[config.mk]
export PLATFORM = sky130hd
export DESIGN_NAME = rvc_fetch_unit
export DESIGN_NICKNAME = d
export VERILOG_FILES = /design/src/rtl/rvc_fetch_pkg.sv /design/src/rtl/rvc_hw_queue.sv /design/src/rtl/rvc_fetch_unit.sv
export SDC_FILE = /design/constraint.sdc
export NUM_CORES = 1
export LEC_CHECK = 0
export BUFFER_PORTS_ARGS = -buffer_cell sky130_fd_sc_hd__buf_4
export CORE_MARGIN = 5
export CORE_UTILIZATION = 59
export DETAILED_ROUTE_END_ITERATION = 6
export PLACE_DENSITY = 0.82
export SYNTH_ARGS = -nofsm -noshare
export SYNTH_HDL_FRONTEND = slang
export SYNTH_SLANG_ARGS = --single-unit
[constraint.sdc]
create_clock -name clk -period 4.91 [get_ports clk]
set_input_delay 0.2455 -clock clk [delete_from_list [all_inputs] [get_ports clk]]
set_output_delay 0.2455 -clock clk [all_outputs]
set_load 0.005 [all_outputs]
[src/rtl/rvc_fetch_pkg.sv]
// rtl/rvc_fetch_pkg.sv - shared types and helpers for the RV32IC fetch front end
package rvc_fetch_pkg;

  typedef enum logic [1:0] {
    ST_BOOT = 2'd0,
    ST_RUN  = 2'd1,
    ST_KILL = 2'd2
  } fetch_state_e;

  localparam logic [1:0] OPC_32BIT = 2'b11;

  // Cache delivers words big-endian; the core wants little-endian halfwords.
  function automatic logic [31:0] bswap32(input logic [31:0] w);
    return {w[7:0], w[15:8], w[23:16], w[31:24]};
  endfunction

endpackage

[src/rtl/rvc_hw_queue.sv]
// rtl/rvc_hw_queue.sv - circular halfword FIFO, push/pop 0..2 entries per cycle
module rvc_hw_queue
  import rvc_fetch_pkg::*;
#(
  parameter int HQ_DEPTH = 8,
  localparam int AW = $clog2(HQ_DEPTH)
) (
  input  logic          clk,
  input  logic          rst_n,
  input  logic          clear_i,
  input  logic [1:0]    push_cnt_i,
  input  logic [15:0]   push_data0_i,
  input  logic [15:0]   push_data1_i,
  input  logic [1:0]    pop_cnt_i,
  output logic [15:0]   head0_o,
  output logic [15:0]   head1_o,
  output logic [AW:0]   count_o,
  output logic [AW:0]   free_o
);

  logic [15:0]   mem_q [HQ_DEPTH];
  logic [AW-1:0] rd_ptr_q, wr_ptr_q;
  logic [AW-1:0] rd_ptr_p1, wr_ptr_p1;
  logic [AW:0]   count_q;

  assign rd_ptr_p1 = rd_ptr_q + AW'(1);
  assign wr_ptr_p1 = wr_ptr_q + AW'(1);

  always_ff @(posedge clk or negedge rst_n) begin
    if (!rst_n) begin
      rd_ptr_q <= '0;
      wr_ptr_q <= '0;
      count_q  <= '0;
    end else if (clear_i) begin
      rd_ptr_q <= '0;
      wr_ptr_q <= '0;
      count_q  <= '0;
    end else begin
      rd_ptr_q <= rd_ptr_q + AW'(pop_cnt_i);
      wr_ptr_q <= wr_ptr_q + AW'(push_cnt_i);
      count_q  <= count_q + (AW+1)'(push_cnt_i) - (AW+1)'(pop_cnt_i);
    end
  end

  // Storage needs no reset: count gates every read.
  always_ff @(posedge clk) begin
    if (!clear_i) begin
      if (push_cnt_i != 2'd0) mem_q[wr_ptr_q]  <= push_data0_i;
      if (push_cnt_i == 2'd2) mem_q[wr_ptr_p1] <= push_data1_i;
    end
  end

  assign head0_o = mem_q[rd_ptr_q];
  assign head1_o = mem_q[rd_ptr_p1];
  assign count_o = count_q;
  assign free_o  = (AW+1)'(HQ_DEPTH) - count_q;

endmodule

[src/rtl/rvc_fetch_unit.sv]
// rtl/rvc_fetch_unit.sv - RV32IC fetch front end: word fetch, halfword queue, RVC/32-bit assembly
module rvc_fetch_unit
  import rvc_fetch_pkg::*;
#(
  parameter int          HQ_DEPTH = 8,
  parameter logic [31:0] RESET_PC = 32'h0000_0000
) (
  input  logic        clk,
  input  logic        rst_n,
  output logic        icache_ren,
  output logic [29:0] icache_addr,
  input  logic        icache_stall,
  input  logic [31:0] icache_rdata,
  input  logic        redirect_valid,
  input  logic [31:0] redirect_pc,
  output logic        instr_valid,
  input  logic        instr_ready,
  output logic [31:0] instr_o,
  output logic [31:0] instr_pc,
  output logic        instr_is_rvc
);

  localparam int AW = $clog2(HQ_DEPTH);

  fetch_state_e state_q, state_d;
  logic [29:0]  fetch_addr_q, fetch_addr_d;
  logic [29:0]  kill_addr_q, kill_addr_d;
  logic [31:0]  head_pc_q, head_pc_d;
  logic         drop_low_q, drop_low_d;

  logic [15:0]  h0, h1, push0, push1;
  logic [AW:0]  count, free;
  logic [31:0]  word;
  logic [1:0]   push_cnt, pop_cnt;
  logic         fetch_done, is32, fire;

  rvc_hw_queue #(.HQ_DEPTH(HQ_DEPTH)) u_queue (
    .clk          (clk),
    .rst_n        (rst_n),
    .clear_i      (redirect_valid),
    .push_cnt_i   (push_cnt),
    .push_data0_i (push0),
    .push_data1_i (push1),
    .pop_cnt_i    (pop_cnt),
    .head0_o      (h0),
    .head1_o      (h1),
    .count_o      (count),
    .free_o       (free)
  );

  assign word        = bswap32(icache_rdata);
  assign icache_ren  = (state_q == ST_KILL) |
                       ((state_q == ST_RUN) & (free >= (AW+1)'(2)));
  assign icache_addr = (state_q == ST_KILL) ? kill_addr_q : fetch_addr_q;
  assign fetch_done  = icache_ren & ~icache_stall;

  assign is32         = (h0[1:0] == OPC_32BIT);
  assign instr_valid  = is32 ? (count >= (AW+1)'(2)) : (count != '0);
  assign instr_is_rvc = instr_valid & ~is32;
  assign instr_o      = !instr_valid ? 32'h0 : (is32 ? {h1, h0} : {16'h0, h0});
  assign instr_pc     = head_pc_q;
  assign fire         = instr_valid & instr_ready & ~redirect_valid;

  always_comb begin
    state_d      = state_q;
    fetch_addr_d = fetch_addr_q;
    kill_addr_d  = kill_addr_q;
    head_pc_d    = head_pc_q;
    drop_low_d   = drop_low_q;
    push_cnt     = 2'd0;
    push0        = drop_low_q ? word[31:16] : word[15:0];
    push1        = word[31:16];
    pop_cnt      = 2'd0;

    if (fire) begin
      pop_cnt   = is32 ? 2'd2 : 2'd1;
      head_pc_d = head_pc_q + (is32 ? 32'd4 : 32'd2);
    end

    case (state_q)
      ST_BOOT: state_d = ST_RUN;
      ST_RUN: begin
        if (fetch_done && !redirect_valid) begin
          push_cnt     = drop_low_q ? 2'd1 : 2'd2;
          fetch_addr_d = fetch_addr_q + 30'd1;
          drop_low_d   = 1'b0;
        end
      end
      ST_KILL: if (fetch_done) state_d = ST_RUN;
      default: state_d = ST_BOOT;
    endcase

    // A stalled request cannot be withdrawn; park its address and swallow its data in KILL.
    if (redirect_valid) begin
      fetch_addr_d = redirect_pc[31:2];
      drop_low_d   = redirect_pc[1];
      head_pc_d    = {redirect_pc[31:1], 1'b0};
      if (state_q == ST_RUN && icache_ren && icache_stall) begin
        state_d     = ST_KILL;
        kill_addr_d = fetch_addr_q;
      end
    end
  end

  always_ff @(posedge clk or negedge rst_n) begin
    if (!rst_n) begin
      state_q      <= ST_BOOT;
      fetch_addr_q <= RESET_PC[31:2];
      kill_addr_q  <= '0;
      head_pc_q    <= {RESET_PC[31:1], 1'b0};
      drop_low_q   <= RESET_PC[1];
    end else begin
      state_q      <= state_d;
      fetch_addr_q <= fetch_addr_d;
      kill_addr_q  <= kill_addr_d;
      head_pc_q    <= head_pc_d;
      drop_low_q   <= drop_low_d;
    end
  end

endmodule

# Yosys cells after proc, flatten, opt, wreduce, memory -nomap -nowiden
# Memories as Yosys holds them, arrays and structs flattened.
# Cells that the tools add are included.
# word_totals
regBits	105
wordCells	77
ramBits	128
input_bits	69
mem_count	1
out_inout_bits	97
# classes
mux	32
n_addsub	9
eq_ne	4
order_cmp	2
n_reduce_logical	12
bitwise_logic	9
# memory_table
name	depth	width	read_ports	rd_clocked_by_memory_dff	wr	line	rtl
u_queue.mem_q	8	16	2	0	2	rvc_hw_queue.sv:21	logic [15:0] mem_q [HQ_DEPTH];
# op_table
cell	count
32-bit two-way mux	4
30-bit two-way mux	4
32-bit by 3-bit adder with 32-bit output	1
30-bit by 1-bit adder with 30-bit output (second input constant)	1
16-bit two-way mux	1
2-bit two-way mux	8
1-bit two-way mux	10
3-bit two-way mux	3
4-bit by 2-bit greater-or-equal comparator with 1-bit output (second input constant)	2
2-bit nonzero test	4
3-bit by 1-bit adder with 3-bit output (second input constant)	2
3-bit by 2-bit adder with 3-bit output	2
2-bit == test (second input constant)	3
2-bit case mux with 3 select lines	1
1-bit AND	5
4-bit by 2-bit adder with 4-bit output	1
4-bit two-way mux	1
2-bit AND reduction	2
4-bit nonzero test	1
4-bit by 2-bit subtractor with 4-bit output	1
4-bit subtractor (first input constant)	1
1-bit logical AND	3
1-bit inverter	3
2-bit by 1-bit == test with 1-bit output (second input constant)	1
other kinds (3)	3

# Depth between registers and ports, before layout
# depth
word_depth	12
mapped_depth	14
mapped_depth_nobuf	12

# Cells and area by module
# A second synthesis with hierarchy kept.
# hier_totals
cells_unflattened	1000
hier_area_um2	13763.2
# by_module_without_submodules
module	n_inst	cells_per_inst	seq_area_each_um2	area_per_inst_um2
rvc_hw_queue	1	469	4093.9	8111.5
rvc_fetch_unit	1	531	2352.3	5651.7

# Least setup slack after synthesis
# No wires, ideal clock.
# synth_path
path_type	reg-to-reg
start	register u_queue.rd_ptr_q[0]
end	register head_pc_q[31], in the netlist instr_pc[31]
arrival_ps	3655
slack_ps	1173
n_path_buf	2
stages_incl_launch_ff	15
setup_ps	82
cell_sequence	dfrtp_1 buf_4 mux4_2 mux2i_2 nor2_1 inv_1 ha_1 fa_1 and4_4 nand3_4 or3_1 clkbuf_1 or2_2 or4_1 a31oi_1
# synth_between
elab_chain_len	6
word_cells_on_any_way	10
# synth_rtl
element	line	rtl
start: declaration	rvc_hw_queue.sv:22	logic [AW-1:0] rd_ptr_q, wr_ptr_q;
start signal: assignment	rvc_hw_queue.sv:39	rd_ptr_q <= rd_ptr_q + AW'(pop_cnt_i);
memory read 8 x 16 bit *	--	
2-bit == test *	rvc_fetch_unit.sv:57	assign is32 = (h0[1:0] == OPC_32BIT);
3-bit two-way mux or 1-bit two-way mux (tied branches)	rvc_fetch_unit.sv:77, rvc_fetch_unit.sv:58	
32-bit by 3-bit adder with 32-bit output or 1-bit AND (tied branches)	rvc_fetch_unit.sv:77, rvc_fetch_unit.sv:62	
32-bit two-way mux or 1-bit AND (tied branches)	rvc_fetch_unit.sv:75, rvc_fetch_unit.sv:62	
32-bit two-way mux or 2-bit nonzero test (tied branches)	--	
end signal: assignment	rvc_fetch_unit.sv:110	head_pc_q <= {RESET_PC[31:1], 1'b0};
end signal: assignment	rvc_fetch_unit.sv:116	head_pc_q <= head_pc_d;
end: declaration	rvc_fetch_unit.sv:28	logic [31:0] head_pc_q, head_pc_d;
# Mark *: on every way between the ends. The rest lies on a longest branch, timed or not. The select of a mux whose other input is x is not followed.
# A chain may end at the register's enable or synchronous reset.

# Worst setup path in the final report
# layout_path
start	register u_queue.rd_ptr_q[0]
end	output port instr_o[17]
# layout_between
elab_chain_len	4
word_cells_on_any_way	6
# layout_rtl
element	line	rtl
3-bit by 1-bit adder with 3-bit output or memory read 8 x 16 bit (tied branches)	--	
memory read 8 x 16 bit *	--	
32-bit two-way mux or 1-bit two-way mux (tied branches)	rvc_fetch_unit.sv:60, rvc_fetch_unit.sv:58	
32-bit two-way mux *	rvc_fetch_unit.sv:60	assign instr_o = !instr_valid ? 32'h0 : (is32 ? {h1, h0} : {16'h0, h0});
end: declaration	rvc_fetch_unit.sv:18	output logic [31:0] instr_o,
# Mark *: on every way between the ends. The rest lies on a longest branch, timed or not.

==> results.py <==
metrics = {
    "synth": {
        "synth-edff-count": 128,
        "synth_nets": 1302,
        "synth_top_area_cell": "edfxtp_1",
        "ys_ff_latch": 232,
        "synth_compound_area_share_pct": 10.3,
        "yosysUniqueCellTypes": 58,
        "synthCells": 1214,
        "synthArstFlopShare_pct": 44.8,
        "synth_fa_ha_area_share_pct": 2.06,
        "synth_top_family_by_area": "multiplexers",
        "ys_warn_count": 0,
        "yosys.area_share.simple_pct": 14.2,
        "synth_top_area_share_pct": 28.8,
        "synthTopCellsByArea": "edfxtp_1 (29%), dfrtp_1 (20%), mux4_2 (11%)",
        "avgSynthCellArea_um2": 11.0,
        "syn_area_um2": 13300,
        "ys_seq_area_share_pct": 48.4,
        "synth.area.mux_share_pct": 18.8,
        "synthFlopType": "edfxtp_1",
        "synth_xor_area_share_pct": 2.89,
    },
    "pwr": {
        "p_leak_nw": 5.97,
        "switching_share_pct": 32.5,
        "switching_power_mw": 2.37,
        "comb_power_share_pct": 35.6,
        "p_per_area_nw_per_um2": 463,
        "vdd_drop_max_mv": 0.301,
        "seq_power_share_pct": 36.4,
        "internal_power_mw": 4.92,
        "pwr-share-clk_pct": 28.0,
    },
    "placed_design": {
        "dpl_cell_area_um2": 14700,
        "dp_slack_ps": 860,
        "gp_congestion": 0.821,
        "port_buffers": 163,
        "placedCellCount": 1593,
        "dp_hpwl_um": 24600,
    },
    "die": {
        "die_w_um": 160,
        "rows": 55,
        "die_y_um": 160,
        "pin_count": 166,
        "die_area_um2": 25700,
        "initial_core_util_pct": 59.4,
        "core_um2": 22400,
    },
    "global_route": {
        "gr-total-overflow": 0,
        "antenna_found_initial": 0,
        "grt_max_degree": 60,
        "grt_pass1_vias": 10900,
        "grtUsageTotal_pct": 28.9,
        "grt_first_pass_wirelength_um": 59200,
    },
    "detailed_routing": {
        "final_antenna_net_count": 0,
        "wire_per_inst_um": 23.1,
        "drt_pass1_iterations": 6,
        "drc": 0,
        "vias_per_cell": 6.55,
        "vias": 10800,
        "drt_wl_total_um": 38000,
        "drt_iter0_drc": 1321,
    },
    "clocking": {
        "cts_root_buffer": "clkbuf_16",
        "cts_buffer_depth": 3,
        "tritoncts": "built",
        "clk_latency_ps": 520,
        "numCtsBuffers": 25,
        "cts.sinks": 232,
        "clkTransAtPathRegs_ps": 60,
        "h-tree-depth": 1,
        "post-cts-setup-buffers": 0,
    },
    "finish": {
        "post-route-cell-area_um2": 15700,
        "n_antenna_cell": 0,
        "drive_above_1_share_pct": 27.5,
        "area_growth_pct": 18.1,
        "final_cells": 1648,
        "nNetsFinal": 1435,
    },
    "timing": {
        "hold_viol": 0,
        "worst_pin_slew_ps": 1120,
        "fin_crit_sh_pct": 83.9,
        "fin_crit_ps": 4120,
        "slew_violations": 0,
        "setup_ws_ps": 789,
        "final-setup-viol-count": 0,
        "setup_tns_ps": 0,
        "fmax_ghz": 0.243,
        "fin_worst_skew_ps": 16.8,
        "max_slew_margin_pct": 25.1,
        "rsz0062_at_grt": "no",
    },
    "setup_path": {
        "rr_worst_depth": 12,
        "crit_required_ps": 4660,
        "crit-reg2reg-launch": "u_queue.rd_ptr_q[0]",
        "cp-end-kind": "output port",
        "critPathLaunchType": "register",
        "worstSetupPathType": "register to output port",
        "timing.rr.end": "instr_pc[31]",
        "r2r_setup_slack_ps": 870,
        "cp_data_arrival_time_ps": 3880,
        "critPathMaxFanout": 59,
        "startpoint": "u_queue.rd_ptr_q[0]",
    },
    "min_path": {
        "min_from": "redirect_pc[23]",
        "hold_class": "input pin to register",
        "hold_end": "fetch_addr_q[21]",
        "hold_depth": 3,
    },
    "run_status": {
        "status": "complete, no violations",
    },
    "flow_run": {
        "drv_cap": 0,
    },
}
==> worst max-delay path, cell delays in order (launching register included) <==
cell     delay, ps
dfrtp_4        500
buf_4          740
ha_1           480
buf_4          490
mux4_2         570
nand2_1         90
a21oi_1        130
buf_4          220
==> state kept, by name, indices dropped and copies added, names as in the netlist <==
register,cells
u_queue.count_o,4
u_queue.rd_ptr_q,3
u_queue.mem_q,128
kill_addr_q,30
state_q,2
instr_pc,31
drop_low_q,1
fetch_addr_q,30
u_queue.wr_ptr_q,3
==> cells by family after synthesis <==
group / count (synthesis)
simple gates: 405
compound gates: 238
flops: 232
mux: 162
buf+inv: 113
xor+xnor: 44
fa+ha+maj: 19
other cells: 1
==> what timing repair did <==
item,4_1_cts,5_1_grt
hold endpoints to repair,63,1
resized for setup,0,0
hold buffers,11,1
==> synthesized netlist by cell type (2+ instances only) <==
cell type,instances
o21ba_2,2
nand2_1,79
and4_1,3
a21boi_0,8
buf_4,3
inv_1,16
a21o_1,3
a2bb2oi_1,2
mux4_2,64
o21a_1,6
buf_2,5
nand3_1,30
or2_2,4
nand4_1,13
fa_1,5
or3_1,6
nor3_1,18
clkbuf_1,57
nor2b_1,12
mux2i_2,2
or4_1,3
ha_1,14
nor4_1,19
a211oi_1,2
xor2_1,9
o211ai_1,4
o31a_1,15
edfxtp_1,128
nor2_1,179
dfrtp_1,104
and3_1,14
nand4b_1,2
buf_1,30
nand2b_1,12
nand3b_1,2
and2_1,2
a21oi_1,160
mux2i_1,31
xnor2_1,35
a31oi_1,7
o21ai_0,19
mux2_2,64
o31ai_1,6
==> how the worst max path moves through the flow <==
| stage | to | slack [ps] | cells past startpoint |
|---|---|---|---|
| floorplan | instr_pc[31] | 1170 | 14 |
| global placement | instr_pc[31] | 970 | 12 |
| detailed placement | instr_pc[31] | 860 | 12 |
| CTS | instr_o[17] | 820 | 7 |
| global route | instr_o[17] | 540 | 7 |
| finish | instr_o[17] | 790 | 7 |
==> through the flow <==
step	utilization [%]	hold slack [ps]	total power, mW
final	70.2	16.2	7.29
after global placement	65.7	303	5.10
after detailed placement	65.7	308	5.22
after CTS	70.1	0.966	7.28
after floorplan	-	-50.1	4.27
after global routing	70.2	10.8	7.64
==> layer usage <==
metal	part of all wire, %	GRT usage (%)	vias up
li1	-	-	4743
met1	35	36.8	5252
met2	51	50.7	682
met3	11	4.52	114
met4	3.4	9.82	0
met5	0	0	-
==> area by class of cell <==
| cell class | count | area [um2] |
|---|---|---|
| clock inverter | 12 | 214 |
| clock buffer | 31 | 668 |
| sequential | 232 | 6450 |
| inverter | 17 | 63.8 |
| tap | 285 | 357 |
| multi-input combinational | 869 | 6450 |
| fill | 1532 | 6690 |
| timing repair buffer | 202 | 1550 |
==> cell usage in the layout, fill, tap and decap left out, drive strengths merged, types with 33 or more instances in the layout <==
master  instances
nor2          179
buf           190
nand2          79
mux2           65
mux4           64
edfxtp        128
dfrtp         104
a21oi         160
mux2i          33
xnor2          35
==> power groups by stage <==
stage               registers (mW)  clock network, mW  logic (mW)
floorplan                     2.59                  0        1.67
global placement              2.65                  0        2.46
detailed placement            2.68                  0        2.55
CTS                           2.64               2.05        2.58
global route                  2.68               2.15        2.81
finish                        2.65               2.04        2.59
No activity file was read; power rests on OpenSTA's default activity.
